===== config.mk =====
export PLATFORM = sky130hd
export DESIGN_NAME = hazard_stall_ctrl
export DESIGN_NICKNAME = d
export VERILOG_FILES = /design/src/rtl/hazard_stall_ctrl.sv
export SDC_FILE = /design/constraint.sdc
export NUM_CORES = 1
export LEC_CHECK = 0
export ABC_AREA = 1
export ABC_CLOCK_PERIOD_IN_PS = 2300
export BUFFER_PORTS_ARGS = -buffer_cell sky130_fd_sc_hd__buf_2
export CAP_MARGIN = 20
export CORE_AREA = 4 4 104 106
export CTS_CLUSTER_SIZE = 28
export DETAILED_ROUTE_END_ITERATION = 8
export DIE_AREA = 0 0 108 110
export PLACE_DENSITY = 0.47
export SYNTH_ARGS = -nofsm -noshare
export SYNTH_HDL_FRONTEND = slang
export SYNTH_SLANG_ARGS = --single-unit

===== constraint.sdc =====
create_clock -name clk -period 2.3 [get_ports clk]
set_input_delay 0.115 -clock clk [delete_from_list [all_inputs] [get_ports clk]]
set_output_delay 0.115 -clock clk [all_outputs]
set_load 0.005 [all_outputs]

===== src/rtl/hazard_stall_ctrl.sv =====
// hazard_stall_ctrl: pipeline stall/flush sequencing for the 5-stage RV32 core.
// Covers the load-use interlock, branch/jump redirect flush and trap flush.
// It also sequences the multi-cycle MDU and keeps a saturating stall-cycle counter.
//
// MDU handshake: mdu_start is a one-cycle launch pulse, raised while the MDU
// instruction sits in E. The MDU answers with a one-cycle mdu_done pulse when
// the result is valid. E stays held until mdu_done arrives. If a trap flush or
// a timeout occurs first, the operation is cancelled with a one-cycle mdu_abort.
// A timeout also sets the sticky mdu_error flag.
module hazard_stall_ctrl #(
  parameter int MDU_TIMEOUT = 64,
  parameter int CNT_W       = 32
) (
  input  logic             clk,
  input  logic             reset,
  input  logic [4:0]       rs1_D,
  input  logic [4:0]       rs2_D,
  input  logic             use_rs1_D,
  input  logic             use_rs2_D,
  input  logic [4:0]       rd_E,
  input  logic             mem_read_E,
  input  logic             branch_E,
  input  logic             branch_flag,
  input  logic             jump_E,
  input  logic             mdu_op_E,
  input  logic             mdu_done,
  input  logic             flush_req,
  output logic             stall_F,
  output logic             stall_D,
  output logic             stall_E,
  output logic             flush_D,
  output logic             flush_E,
  output logic             flush_M,
  output logic             mdu_start,
  output logic             mdu_abort,
  output logic             mdu_error,
  output logic [CNT_W-1:0] stall_cycles,
  output logic             dbg_state
);

  localparam int TW = (MDU_TIMEOUT > 2) ? $clog2(MDU_TIMEOUT) : 1;
  localparam logic [TW-1:0] TMO_LAST = TW'(MDU_TIMEOUT - 1);

  typedef enum logic {
    ST_RUN      = 1'b0,
    ST_MDU_WAIT = 1'b1
  } state_t;

  state_t           state_q, state_d;
  logic [TW-1:0]    tmo_q, tmo_d;
  logic             err_q, err_d;
  logic [CNT_W-1:0] cyc_q, cyc_d;

  // Ungated control values; the output ports force these low while reset is high.
  logic s_f, s_d, s_e, f_d, f_e, f_m, m_start, m_abort;
  logic load_use, redirect;

  assign load_use = mem_read_E && (rd_E != 5'd0) &&
                    ((use_rs1_D && (rs1_D == rd_E)) || (use_rs2_D && (rs2_D == rd_E)));
  assign redirect = (branch_E && branch_flag) || jump_E;

  // Next-state and control decode, with priorities resolved per state.
  always_comb begin
    state_d = state_q;
    tmo_d   = tmo_q;
    err_d   = err_q;
    s_f     = 1'b0;
    s_d     = 1'b0;
    s_e     = 1'b0;
    f_d     = 1'b0;
    f_e     = 1'b0;
    f_m     = 1'b0;
    m_start = 1'b0;
    m_abort = 1'b0;
    case (state_q)
      ST_RUN: begin
        if (flush_req) begin
          f_d = 1'b1;
          f_e = 1'b1;
        end else if (mdu_op_E) begin
          m_start = 1'b1;
          s_f     = 1'b1;
          s_d     = 1'b1;
          s_e     = 1'b1;
          f_m     = 1'b1;
          tmo_d   = '0;
          state_d = ST_MDU_WAIT;
        end else if (redirect) begin
          // D holds a wrong-path instruction, so a pending load-use stall is moot.
          f_d = 1'b1;
          f_e = 1'b1;
        end else if (load_use) begin
          s_f = 1'b1;
          s_d = 1'b1;
          f_e = 1'b1;
        end
      end
      ST_MDU_WAIT: begin
        if (flush_req) begin
          m_abort = 1'b1;
          f_d     = 1'b1;
          f_e     = 1'b1;
          state_d = ST_RUN;
        end else if (mdu_done) begin
          // Done beats a coincident timeout; the MDU result advances to M.
          state_d = ST_RUN;
        end else if (tmo_q == TMO_LAST) begin
          m_abort = 1'b1;
          err_d   = 1'b1;
          state_d = ST_RUN;
        end else begin
          s_f   = 1'b1;
          s_d   = 1'b1;
          s_e   = 1'b1;
          f_m   = 1'b1;
          tmo_d = tmo_q + 1'b1;
        end
      end
      default: state_d = ST_RUN;
    endcase
  end

  assign stall_F   = s_f     & ~reset;
  assign stall_D   = s_d     & ~reset;
  assign stall_E   = s_e     & ~reset;
  assign flush_D   = f_d     & ~reset;
  assign flush_E   = f_e     & ~reset;
  assign flush_M   = f_m     & ~reset;
  assign mdu_start = m_start & ~reset;
  assign mdu_abort = m_abort & ~reset;
  assign mdu_error    = err_q;
  assign stall_cycles = cyc_q;
  assign dbg_state    = state_q;

  // Stall-cycle counter: count each cycle where fetch is held, and stick at all-ones.
  always_comb begin
    cyc_d = cyc_q;
    if (stall_F && (cyc_q != {CNT_W{1'b1}})) cyc_d = cyc_q + 1'b1;
  end

  // State, timeout counter, error flag and stall counter registers.
  always_ff @(posedge clk or posedge reset) begin
    if (reset) begin
      state_q <= ST_RUN;
      tmo_q   <= '0;
      err_q   <= 1'b0;
      cyc_q   <= '0;
    end else begin
      state_q <= state_d;
      tmo_q   <= tmo_d;
      err_q   <= err_d;
      cyc_q   <= cyc_d;
    end
  end

endmodule

==> PnR_summary.wiki <==
{| class="wikitable"
! Metric !! Value
|-
| Number of flops mapped to enable cells by yosys || 0
|-
| Vias per inst || 4.62
|-
| Input/output buffers || 67
|-
| Clock Pin Slew Worst Setup and Hold Paths || about 80 ps
|-
| Met1 demand-to-capacity share in global routing || 0.206
|-
| CTS tree || yes
|-
| Max-cap violations || 0
|-
| GRT met3 Usage || 0.0256
|-
| Fin. max-slew vios || 0
|-
| Antenna diodes || 0
|-
| Top area cells in the synthesized netlist || sky130_fd_sc_hd__dfrtp_1, sky130_fd_sc_hd__nand2_1, sky130_fd_sc_hd__nor2_1
|-
| Average cell area after synthesis || around 6.5 um^2
|-
| Clock latency at the later pin of the worst-skew pair || 300 ps
|-
| Final Cell Area || around 3500 um^2
|-
| Yosys warning count || 0
|-
| Transition time at the pin with the least slew margin || between 500 and 600 ps
|-
| Area Growth Syn to Fin || 20.6%
|-
| Most common flop cell mapped by yosys || sky130_fd_sc_hd__dfrtp_1
|-
| Net count after synthesis || 477
|-
| Global-route wire length before repair || ~14 mm
|-
| Share of the synthesized area in the top cell type || 0.344
|-
| Ports placed on the boundary || 68
|-
| PostCTS Resize Cnt || 0
|-
| Deepest clock path buffer count || 2
|-
| Run status || completed
|-
| Most area-hungry cell type in the Yosys netlist || sky130_fd_sc_hd__dfrtp_1
|-
| Routed Wire Length || between 8 and 9 mm
|-
| # DRC || 0
|-
| Share of the cycle needed by the critical path after routing || 0.876
|-
| Critical path startpoint || tmo_q[0]
|-
| Die Y || 110 um
|-
| Die width || roughly 110 um
|-
| Worst endpoint data arrival time || 1900 ps
|-
| DR WL/cell || between 10 and 15 um
|-
| Setup repair after global routing missed its margin || no
|-
| Vias in the first global route || about 2.9k
|-
| Gate count of the mapped netlist || approximately 450
|-
| Most instantiated cells after synthesis || sky130_fd_sc_hd__nand2_1, sky130_fd_sc_hd__nor2_1, sky130_fd_sc_hd__dfrtp_1
|-
| Normalized max-slew margin || 0.649
|-
| Number of antenna violations at the first check in global routing || 0
|-
| Placement Cell Area || ~3400 um^2
|-
| Yosys cell types || 29
|-
| Hold violation count in the final report || 0
|-
| Core Area || just under 10000 um^2
|-
| CP startpoint kind || flop
|-
| Place WS || between 300 and 400 ps
|-
| Final weighted congestion in routability-driven placement || around 0.9
|-
| Via count of the routed design || ~3.0k
|-
| TritonCTS sink count || 40
|-
| DRT iter0 DRCs || 113
|-
| Largest voltage drop on the vdd net || about 0.25 mV
|-
| Root Buffer Master || sky130_fd_sc_hd__clkbuf_8
|-
| Most Used Layer, Global Route || met2
|-
| Worst Skew || around 9.2 ps
|-
| Type of the worst setup path || reg -> out
|-
| Synth async-reset ratio || 1.00
|-
| Overall overflow remaining after global route || 0
|-
| Class of the most critical hold timing path || in -> async
|-
| Highest fanout seen on the critical path || 9
|-
| Fraction of layout cells with a size suffix above 1 || 0.190
|-
| Die area || between 10000 and 15000 um^2
|-
| Post-CTS Setup Repair Bufs || 0
|-
| Mapped cell area || between 2000 and 3000 um^2
|-
| Maximum clock frequency || roughly 500 MHz
|-
| Least setup slack across all paths after layout || 285 ps
|-
| Number of buffers created by CTS || 5
|-
| Initial core utilization || 0.298
|-
| Placement row count || 36
|-
| Final Net Count || 543
|-
| Met2 global-route usage || 0.246
|-
| Half-perimeter wire length after detailed placement || 6.58 mm
|-
| H-tree levels || 2
|-
| Maximum number of pins on one net before global-route repair || 41
|-
| Worst reg2reg startpoint || tmo_q[0]
|-
| WP data required || between 2000 and 2500 ps
|-
| Leakage || around 1.8 nW
|-
| Number of nets with antenna violations after routing || 0
|-
| End-of-flow core utilization || 0.359
|-
| Sequential share of the synthesized area || 0.344
|-
| Worst hold slack after final layout || about 1.7 ps
|-
| Most repeated cell in the gate-level netlist after synthesis || sky130_fd_sc_hd__nand2_1
|-
| Length of the first detailed-routing pass in iterations || 4
|-
| Minimum clock period || slightly above 2000 ps
|-
| Accumulated negative setup slack || 0 ps
|-
| Finish-stage setup viols || 0
|-
| Cts-stage hold buffer count || 0
|-
| Crit path capture type || primary output
|-
| Power per cell area || approximately 590 nW/um^2
|-
| GRT Overall Usage || 0.150
|-
| #FFs+latches synth || 40
|}
[critical path: stages (launching register included)]
cell	delay, ps
sky130_fd_sc_hd__dfrtp_1	420
sky130_fd_sc_hd__ha_1	190
sky130_fd_sc_hd__nand2_1	70
sky130_fd_sc_hd__nor2_1	170
sky130_fd_sc_hd__nand3_1	160
sky130_fd_sc_hd__nand2_1	130
sky130_fd_sc_hd__nand2_1	90
sky130_fd_sc_hd__nand2_2	190
sky130_fd_sc_hd__nor2_1	70
sky130_fd_sc_hd__buf_2	130
[flip-flops by register name (all words and copies together), names as in the netlist]
signal / flops
stall_cycles: 32
tmo_q: 6
dbg_state: 1
mdu_error: 1
[per-stage QoR]
step	power, mW	instances
floorplan	1.25	449
global placement	1.46	641
detailed placement	1.47	641
CTS	2.12	649
global route	2.23	649
finish	2.09	649
[metal layers]
metal / wire, um / up-vias / share of wire
met3: 329 / 5 / 0.039
met4: 75 / 0 / 0.0089
li1: - / 1556 / -
met5: 0 / - / 0
met1: 4130 / 1371 / 0.49
met2: 3920 / 65 / 0.46
[report_power, final]
part           switching, mW  total [mW]  leakage, nW  internal (mW)
sequential            0.0820       0.846        0.551          0.764
clock                  0.256       0.639       0.0645          0.383
combinational          0.393       0.602         1.22          0.209
total                  0.731        2.09         1.83           1.36
[cells in the final DEF (no fill, tap or decap), types with 10 or more instances in the layout]
| master | n |
|---|---|
| sky130_fd_sc_hd__nand2_1 | 183 |
| sky130_fd_sc_hd__buf_2 | 67 |
| sky130_fd_sc_hd__nor2_1 | 63 |
| sky130_fd_sc_hd__dfrtp_1 | 40 |
| sky130_fd_sc_hd__nand4_1 | 35 |
| sky130_fd_sc_hd__inv_1 | 32 |
| sky130_fd_sc_hd__xor2_1 | 15 |
| sky130_fd_sc_hd__nand3_1 | 14 |
| sky130_fd_sc_hd__xnor2_1 | 10 |
[cell families (layout without fill, tap and decap cells)]
group,count (synthesis),after routing,share of synthesized area
adders and majority gates,2,2,0.00860
and+or+nand+nor,312,312,0.459
AOI/OAI and AO/OA,15,15,0.0288
xor gates and xnor gates,25,25,0.0753
DFF,40,40,0.344
buffers and inverters,55,122,0.0843
[cell type report]
type                            instances  area [um^2]
Clock inverter                          1         30.0
Timing Repair Buffer                   74          400
Sequential cell                        40         1000
Inverter                               40          150
Tap cell                              133          166
Fill cell                            1133         6270
Clock buffer                            7         96.3
Multi-Input combinational cell        354         1660
[final timing paths]
kind                                         end  depth (start not counted)  slack, ps
worst max-delay path                     stall_E                          9        290
worst min register to register         mdu_error                          1        490
worst max register to register  stall_cycles[18]                         10        340
worst min-delay path                    tmo_q[4]                          3          2
min in group clk                       mdu_error                          4        140
max in group asynchronous       stall_cycles[30]                          3       1910
Note: power is estimated with default switching activity, not from simulation.
